==> src/rtl/beehive_vr_pkg.sv <==
// ---------------------------------------------------------------------------
// beehive_vr_pkg
// Shared definitions for the VR prepare log writer slice.
//   INT_W             : width of byte-length fields carried with a Prepare.
//   LOG_DEPTH_W       : default log data memory address width.
//   PREPARE_HDR_BYTES : default size of the prepare header at the top of flit 0.
//   vr_wr_state_e     : log writer FSM state encoding.
//   vr_log_wr_req     : start request as seen by the log writer.
// ---------------------------------------------------------------------------
package beehive_vr_pkg;

    localparam int INT_W             = 32;
    localparam int LOG_DEPTH_W       = 10;
    localparam int PREPARE_HDR_BYTES = 32;

    typedef enum logic [2:0] {
        ST_IDLE,
        ST_FIRST,
        ST_STREAM,
        ST_DRAIN,
        ST_DONE
    } vr_wr_state_e;

    typedef struct packed {
        logic [LOG_DEPTH_W-1:0] addr;
        logic [INT_W-1:0]       payload_len;
    } vr_log_wr_req;

endpackage

==> src/rtl/vr_realign_merge.sv <==
// ---------------------------------------------------------------------------
// vr_realign_merge
// Builds one log line from the payload bytes held over from the previous flit
// (carry) and the leading header-sized slice of the current flit (head), then
// zeroes the bytes past the end of the payload when this is the final line.
// Purely combinational.
// Ports:
//   i_carry    : low (B - PREP_HDR_BYTES) bytes of the previous flit.
//   i_head     : top PREP_HDR_BYTES bytes of the current flit.
//   i_use_head : 1 = append i_head, 0 = append zeros (draining the carry).
//   i_mask_en  : this line is the last line of the payload.
//   i_rem      : payload length mod B; 0 means the last line is full.
//   o_data     : assembled log line, byte 0 at the MSBs.
// ---------------------------------------------------------------------------
module vr_realign_merge
    import beehive_vr_pkg::*;
#(
    parameter int NOC_DATA_W     = 512,
    parameter int PREP_HDR_BYTES = PREPARE_HDR_BYTES
) (
    input  logic [NOC_DATA_W-PREP_HDR_BYTES*8-1:0] i_carry,
    input  logic [PREP_HDR_BYTES*8-1:0]            i_head,
    input  logic                                   i_use_head,
    input  logic                                   i_mask_en,
    input  logic [$clog2(NOC_DATA_W/8)-1:0]        i_rem,
    output logic [NOC_DATA_W-1:0]                  o_data
);

    localparam int NB     = NOC_DATA_W / 8;
    localparam int HEAD_W = PREP_HDR_BYTES * 8;

    logic [HEAD_W-1:0]     w_head_sel;
    logic [NOC_DATA_W-1:0] w_raw;

    assign w_head_sel = i_use_head ? i_head : '0;
    assign w_raw      = {i_carry, w_head_sel};

    // A remainder of zero means the payload ends exactly on a line boundary,
    // so nothing in the final line needs clearing.
    always_comb begin
        o_data = w_raw;
        if (i_mask_en && (i_rem != '0)) begin
            for (int j = 0; j < NB; j++) begin
                if (j >= int'(i_rem)) begin
                    o_data[NOC_DATA_W-1-8*j -: 8] = 8'h00;
                end
            end
        end
    end

endmodule

==> src/rtl/vr_prep_log_writer.sv <==
// ---------------------------------------------------------------------------
// vr_prep_log_writer
// Streams the payload of an accepted Prepare from the NoC data bus into the
// log data memory, one line per write. Flit 0 carries the prepare header in
// its top PREP_HDR_BYTES, so every line is stitched from the tail of one flit
// and the head of the next. Reports the number of lines written when done.
// Ports:
//   clk, rst_n                  : clock, asynchronous active-low reset.
//   i_start_val / o_start_rdy   : start request (rdy only while idle).
//   i_start_wr_addr             : first log line address.
//   i_start_payload_len         : payload bytes, header excluded.
//   i_noc_data_*  / o_noc_data_rdy : NoC flit stream (padbytes unused).
//   o_log_wr_val / i_log_wr_rdy : log memory write handshake.
//   o_log_wr_addr, o_log_wr_data: log memory write address and line.
//   o_done_val / i_done_rdy     : completion handshake.
//   o_done_lines                : number of lines actually written.
//   o_done_err                  : stream ended before all needed flits.
// ---------------------------------------------------------------------------
module vr_prep_log_writer
    import beehive_vr_pkg::*;
#(
    parameter int NOC_DATA_W     = 512,
    parameter int NOC_PADBYTES_W = 6,
    parameter int LOG_DEPTH_W    = 10,
    parameter int PREP_HDR_BYTES = PREPARE_HDR_BYTES
) (
    input  logic                      clk,
    input  logic                      rst_n,

    input  logic                      i_start_val,
    output logic                      o_start_rdy,
    input  logic [LOG_DEPTH_W-1:0]    i_start_wr_addr,
    input  logic [INT_W-1:0]          i_start_payload_len,

    input  logic                      i_noc_data_val,
    output logic                      o_noc_data_rdy,
    input  logic [NOC_DATA_W-1:0]     i_noc_data,
    input  logic                      i_noc_data_last,
    input  logic [NOC_PADBYTES_W-1:0] i_noc_data_padbytes,

    output logic                      o_log_wr_val,
    input  logic                      i_log_wr_rdy,
    output logic [LOG_DEPTH_W-1:0]    o_log_wr_addr,
    output logic [NOC_DATA_W-1:0]     o_log_wr_data,

    output logic                      o_done_val,
    input  logic                      i_done_rdy,
    output logic [LOG_DEPTH_W:0]      o_done_lines,
    output logic                      o_done_err
);

    localparam int NB      = NOC_DATA_W / 8;
    localparam int BSH     = $clog2(NB);
    localparam int HEAD_W  = PREP_HDR_BYTES * 8;
    localparam int CARRY_W = NOC_DATA_W - HEAD_W;
    localparam int CNT_W   = LOG_DEPTH_W + 1;
    localparam int LEN_X_W = INT_W + 1;

    vr_wr_state_e           r_state;
    vr_wr_state_e           w_state_nxt;

    logic [LOG_DEPTH_W-1:0] r_addr;
    logic [CNT_W-1:0]       r_lines;
    logic [CNT_W-1:0]       r_flits;
    logic [CNT_W-1:0]       r_lines_wr;
    logic [CNT_W-1:0]       r_flit_cnt;
    logic [CARRY_W-1:0]     r_carry;
    logic [BSH-1:0]         r_rem;
    logic                   r_err;

    vr_log_wr_req           w_req;
    logic [LEN_X_W-1:0]     w_len_x;
    logic [CNT_W-1:0]       w_lines_calc;
    logic [CNT_W-1:0]       w_flits_calc;
    logic [BSH-1:0]         w_rem_calc;

    logic [HEAD_W-1:0]      w_flit_head;
    logic [CARRY_W-1:0]     w_flit_tail;
    logic [CNT_W-1:0]       w_lines_wr_inc;
    logic [CNT_W-1:0]       w_flit_cnt_inc;
    logic                   w_need_line;
    logic                   w_final_line;

    logic                   w_noc_rdy;
    logic                   w_log_wr_val;
    logic                   w_use_head;
    logic                   w_start_fire;
    logic                   w_flit_acc;
    logic                   w_wr_fire;
    logic [NOC_DATA_W-1:0]  w_merged;
    logic                   w_unused;

    // Message length is taken from the start request, never from padbytes.
    assign w_unused = ^i_noc_data_padbytes;

    // Line and flit counts are derived once at start. The extra bit on the
    // length keeps the round-up addition from overflowing before the shift.
    assign w_req        = '{addr: i_start_wr_addr, payload_len: i_start_payload_len};
    assign w_len_x      = LEN_X_W'(w_req.payload_len);
    assign w_lines_calc = CNT_W'((w_len_x + LEN_X_W'(NB - 1)) >> BSH);
    assign w_flits_calc = CNT_W'((w_len_x + LEN_X_W'(PREP_HDR_BYTES + NB - 1)) >> BSH);
    assign w_rem_calc   = w_req.payload_len[BSH-1:0];

    assign w_flit_head    = i_noc_data[NOC_DATA_W-1 -: HEAD_W];
    assign w_flit_tail    = i_noc_data[CARRY_W-1:0];
    assign w_lines_wr_inc = r_lines_wr + CNT_W'(1);
    assign w_flit_cnt_inc = r_flit_cnt + CNT_W'(1);
    assign w_need_line    = (r_lines_wr < r_lines);
    assign w_final_line   = (w_lines_wr_inc == r_lines);

    // State register.
    always_ff @(posedge clk or negedge rst_n) begin
        if (!rst_n) begin
            r_state <= ST_IDLE;
        end else begin
            r_state <= w_state_nxt;
        end
    end

    // Next state and handshake outputs. In STREAM a flit that still owes a
    // line is only taken together with its write, so the NoC ready mirrors
    // the log ready; surplus flits past the last line are swallowed freely.
    always_comb begin
        w_state_nxt  = r_state;
        o_start_rdy  = 1'b0;
        w_noc_rdy    = 1'b0;
        w_log_wr_val = 1'b0;
        w_use_head   = 1'b0;
        o_done_val   = 1'b0;
        case (r_state)
            ST_IDLE: begin
                o_start_rdy = 1'b1;
                if (i_start_val) begin
                    w_state_nxt = ST_FIRST;
                end
            end
            ST_FIRST: begin
                w_noc_rdy = 1'b1;
                if (i_noc_data_val) begin
                    if (i_noc_data_last) begin
                        w_state_nxt = (r_lines == '0) ? ST_DONE : ST_DRAIN;
                    end else begin
                        w_state_nxt = ST_STREAM;
                    end
                end
            end
            ST_STREAM: begin
                w_use_head   = 1'b1;
                w_log_wr_val = i_noc_data_val && w_need_line;
                w_noc_rdy    = w_need_line ? i_log_wr_rdy : 1'b1;
                if (i_noc_data_val && w_noc_rdy && i_noc_data_last) begin
                    if (w_need_line && (w_lines_wr_inc < r_lines)) begin
                        w_state_nxt = ST_DRAIN;
                    end else begin
                        w_state_nxt = ST_DONE;
                    end
                end
            end
            ST_DRAIN: begin
                w_log_wr_val = 1'b1;
                if (i_log_wr_rdy) begin
                    w_state_nxt = ST_DONE;
                end
            end
            ST_DONE: begin
                o_done_val = 1'b1;
                if (i_done_rdy) begin
                    w_state_nxt = ST_IDLE;
                end
            end
            default: begin
                w_state_nxt = ST_IDLE;
            end
        endcase
    end

    assign w_start_fire = (r_state == ST_IDLE) && i_start_val;
    assign w_flit_acc   = i_noc_data_val && w_noc_rdy;
    assign w_wr_fire    = w_log_wr_val && i_log_wr_rdy;

    // Message context, carry and progress counters. An early last is flagged
    // when the accepted flit count falls short of what the length requires;
    // whatever lines were formed still go out and the carry is drained.
    always_ff @(posedge clk or negedge rst_n) begin
        if (!rst_n) begin
            r_addr     <= '0;
            r_lines    <= '0;
            r_flits    <= '0;
            r_lines_wr <= '0;
            r_flit_cnt <= '0;
            r_carry    <= '0;
            r_rem      <= '0;
            r_err      <= 1'b0;
        end else begin
            if (w_start_fire) begin
                r_addr     <= w_req.addr;
                r_lines    <= w_lines_calc;
                r_flits    <= w_flits_calc;
                r_rem      <= w_rem_calc;
                r_lines_wr <= '0;
                r_flit_cnt <= '0;
                r_carry    <= '0;
                r_err      <= 1'b0;
            end
            if (w_flit_acc) begin
                r_flit_cnt <= w_flit_cnt_inc;
                if ((r_state == ST_FIRST) || w_need_line) begin
                    r_carry <= w_flit_tail;
                end
                if (i_noc_data_last && (w_flit_cnt_inc < r_flits)) begin
                    r_err <= 1'b1;
                end
            end
            if (w_wr_fire) begin
                r_addr     <= r_addr + LOG_DEPTH_W'(1);
                r_lines_wr <= w_lines_wr_inc;
            end
        end
    end

    vr_realign_merge #(
        .NOC_DATA_W     (NOC_DATA_W),
        .PREP_HDR_BYTES (PREP_HDR_BYTES)
    ) u_merge (
        .i_carry    (r_carry),
        .i_head     (w_flit_head),
        .i_use_head (w_use_head),
        .i_mask_en  (w_final_line),
        .i_rem      (r_rem),
        .o_data     (w_merged)
    );

    assign o_noc_data_rdy = w_noc_rdy;
    assign o_log_wr_val   = w_log_wr_val;
    assign o_log_wr_addr  = r_addr;
    assign o_log_wr_data  = w_log_wr_val ? w_merged : '0;
    assign o_done_lines   = r_lines_wr;
    assign o_done_err     = r_err;

endmodule

==> config.mk <==
export PLATFORM = sky130hd
export DESIGN_NAME = vr_prep_log_writer
export DESIGN_NICKNAME = d
export VERILOG_FILES = /design/src/rtl/beehive_vr_pkg.sv /design/src/rtl/vr_realign_merge.sv /design/src/rtl/vr_prep_log_writer.sv
export SDC_FILE = /design/constraint.sdc
export NUM_CORES = 1
export LEC_CHECK = 0
export CORE_AREA = 2 2 427 429
export DETAILED_ROUTE_END_ITERATION = 12
export DIE_AREA = 0 0 429 431
export SETUP_SLACK_MARGIN = 0.5
export SLEW_MARGIN = 20
export SYNTH_ARGS = -nofsm -noshare
export SYNTH_HDL_FRONTEND = slang
export SYNTH_SLANG_ARGS = --single-unit
==> constraint.sdc <==
create_clock -name clk -period 7.5 [get_ports clk]
set_input_delay 1.5 -clock clk [delete_from_list [all_inputs] [get_ports clk]]
set_output_delay 1.5 -clock clk [all_outputs]
set_load 0.005 [all_outputs]
==> results.md <==
- Status: finished, final reports clean
- Worst Max-Slew Pin Slew: 1.04 ns
- Post-DP HPWL: 145 mm
- Top FF cell, synth: dfrtp_1
- Synth async-reset ratio: 1.00
- Placed cell area: 31300 µm²
- Peak supply drop: 0.268 mV
- Post-DRT Antenna Nets: 0
- Grt ovf: 0
- Relative slew slack: 0.304
- Die width: 429 µm
- Fin nets: 3432
- LEAKAGE: 13.3 nW
- Vias after detailed routing: 19100
- Synth Instances: 1761
- RSZ-0062 raised after global routing: no
- Drt pass-1 iters: 5
- # IOs: 1105
- Num rows: 156
- Finished Cell Area: 33000 µm²
- Syn avg cell area: 10.1 µm²
- Flops & latches, synth: 320
- First-pass GRT wire length: 212 mm
- Max Clock Freq: 149 MHz
- Startpoint Class: flop
- DR vias/cell: 3.61
- Placed cells: 5148
- Gate power share: 0.522
- Core Box Area: 180000 µm²
- CTS clock-pin slew for the worst setup and hold paths: 0.06 ns
- CTS buffer count: 47
- Tcrit/Tclk final: 0.895
- Register share of total power: 0.263
- CP Capture Type: output port
- Critical path peak fanout: 13
- GPL Wtd Cong: 0.913
- Sinks on Clock Net: 320
- Initial antenna violation count: 154
- Iteration-0 DRC Markers: 1221
- Layout cells sized above 1: 0.0656
- Final hold vios: 0
- Synth cell types: 73
- Final core occ: 0.183
- Psw: 4.84 mW
- EDFF count, synth: 0
- WP data arrival: 5.21 ns
- Total GRT Usage: 0.175
- Clock Power Share: 0.215
- Overall die area: 185000 µm²
- Worst Path Class, Setup: reg2out
- Final Setup Violations: 0
- Max-Cap Viols: 0
- P_int: 6.22 mW
- H-tree depth: 2
- Minimum clock period: 6.71 ns
- Detailed-route wire length: 168 mm
- Final Max Tran Viols: 0
- Worst min-delay path category: reg2reg
- Hold slack final: 0.488 ns
- Seq/Total Area, Yosys: 0.451
- Syn_nets: 2363
- Clock Path Buffers: 3
- Port-buffer cells: 1083
- Synth warn: 0
- P per Cell Area: 335 nW/µm²
- Largest net degree at the start of global routing: 159
- Clock skew: 0.0594 ns
- WP data required: 6.00 ns
- Clock root buffer: clkbuf_16
- Post-route setup TNS: 0 ns
- Average wire per standard cell: 31.8 µm
- Synth-to-layout area growth: 85.9%
- Sw Share: 0.438
- Synth Cell Area: 17800 µm²
- Vias in the first global route: 19400
- TritonCTS clock tree: yes
- Fin cells: 5287
- DRC Markers: 0
- Clock network latency to the later pin of the worst-skew pair: 0.70 ns
- Die Height: 431 µm
- Starting density of the core: 0.0987
==> cells by family after synthesis <==
family	after synthesis	synth area share
DFF	320	0.451
xor gates and xnor gates	38	0.0187
AOI/OAI and AO/OA	450	0.196
adders and majority gates	35	0.0246
muxes	11	0.00662
buffers and inverters	138	0.0451
and+or+nand+nor	769	0.258
==> cells in the final DEF, fill, tap and decap left out, types with 6 or more instances in the layout <==
master	n
a21oi_1	56
clkinv_2	10
clkdlybuf4s50_1	1082
and3_1	35
a22o_1	256
nand4_1	10
dfrtp_1	320
nor2_2	11
clkbuf_8	8
nand2b_1	6
a21o_1	13
nand2_1	93
xnor2_1	13
nor3_1	16
buf_4	40
clkbuf_1	7
inv_1	31
a21oi_2	9
nand3_1	24
and2_1	504
nor2_4	11
ha_1	35
a31oi_1	11
diode_2	51
o21ai_0	49
o22ai_1	7
mux2_2	6
nor2_1	26
o21ai_1	7
clkbuf_16	47
xor2_1	25
==> worst max-delay path, stage by stage (launching register included) <==
cell and delay (ns):
dfrtp_1 0.49, ha_1 0.28, nand3_1 0.18, nor2_1 0.25, and3_1 0.28, nand3_1 0.11, xnor2_1 0.25, ha_1 0.29
nand4_1 0.19, a2111oi_4 0.09, and2b_2 0.38, a21oi_2 0.86, and2_1 0.24, clkdlybuf4s50_1 0.65
==> state kept, by name, indices dropped and copies added (netlist names) <==
name,count
o_log_wr_addr,10
r_lines,11
o_done_lines,11
r_state,3
r_flits,11
o_done_err,1
r_flit_cnt,11
r_rem,6
r_carry,256
==> Yosys cell counts, drive strengths merged (2+ instances only) <==
cell	count	area (µm²)
nand2b	7	43.8
a31oi	12	75.1
a211o	3	26.3
nand2	94	353
o31ai	4	30.0
xor2	25	219
o21ai	57	289
nor4	5	52.6
and3	35	219
a2111oi	3	51.3
clkbuf	28	105
inv	32	120
nor3	21	136
a211oi	5	52.6
and2	504	3150
a21oi	66	368
mux2i	5	50.1
buf	78	576
or2	4	25.0
ha	35	438
nand3	24	120
o311ai	2	17.5
a32o	2	20.0
nand4	10	62.6
nor3b	3	33.8
nor2b	2	12.5
nand3b	4	30.0
o211ai	2	15.0
nor2	48	283
and4	2	20.0
a21o	13	97.6
a31o	3	26.3
o21a	5	38.8
dfrtp	320	8010
a22o	256	2240
mux2	6	67.6
a2111o	2	22.5
o22ai	7	43.8
xnor2	13	114
==> path summary, 6_finish.rpt <==
check                           startpoint            endpoint  slack [ns]  cells after the start
min in group asynchronous            rst_n            r_rem[4]        0.80                      1
setup / recovery           o_done_lines[0]  o_log_wr_data[407]        0.79                     13
max in group asynchronous            rst_n        r_carry[149]        5.47                      2
setup reg to reg           o_done_lines[6]        r_carry[156]        3.44                      8
hold reg to reg               r_carry[168]        r_carry[168]        0.49                      1
hold / removal                r_carry[168]        r_carry[168]        0.49                      1
==> area by class of cell <==
cell class,instances,area (µm²)
fillers,20000,147000
repair buffers,1126,11200
multi-input cells,1303,9010
flip-flops and latches,320,8010
well taps,2370,2970
clock buffers,62,1310
clock inverters,23,288
diodes,51,128
inverters,32,120
==> per-stage QoR <==
step / total power [mW] / worst slack, ns
global route: 11.8 / 0.502
finish: 11.1 / 0.787
floorplan: 5.32 / 2.88
global placement: 8.73 / 1.15
CTS: 11.3 / 0.609
detailed placement: 8.74 / 1.10
==> power by group through the flow <==
stage               Combinational, mW  Sequential, mW  Clock (mW)
CTS                              5.88            2.90        2.49
finish                           5.78            2.91        2.38
global route                     6.26            2.98        2.53
floorplan                        2.69            2.63           0
global placement                 5.82            2.91           0
detailed placement               5.83            2.91           0
==> per-layer routing <==
layer,vias to the layer above,wire (µm),global-route usage
met2,990,77600,0.283
met1,9387,62000,0.190
met3,326,21900,0.0986
met5,-,31,0
met4,6,6710,0.0679
li1,8394,-,-
==> what timing repair did <==
item                                    4_1_cts  5_1_grt
endpoints found under the hold margin         0        0
gates resized for setup                       1        3
cloned                                        0        0
endpoints found under the setup margin       24      153
hold buffers                                  0        0
pin swaps                                     0        2
setup buffers                                 0        3
Power figures use the tool's default switching activity.
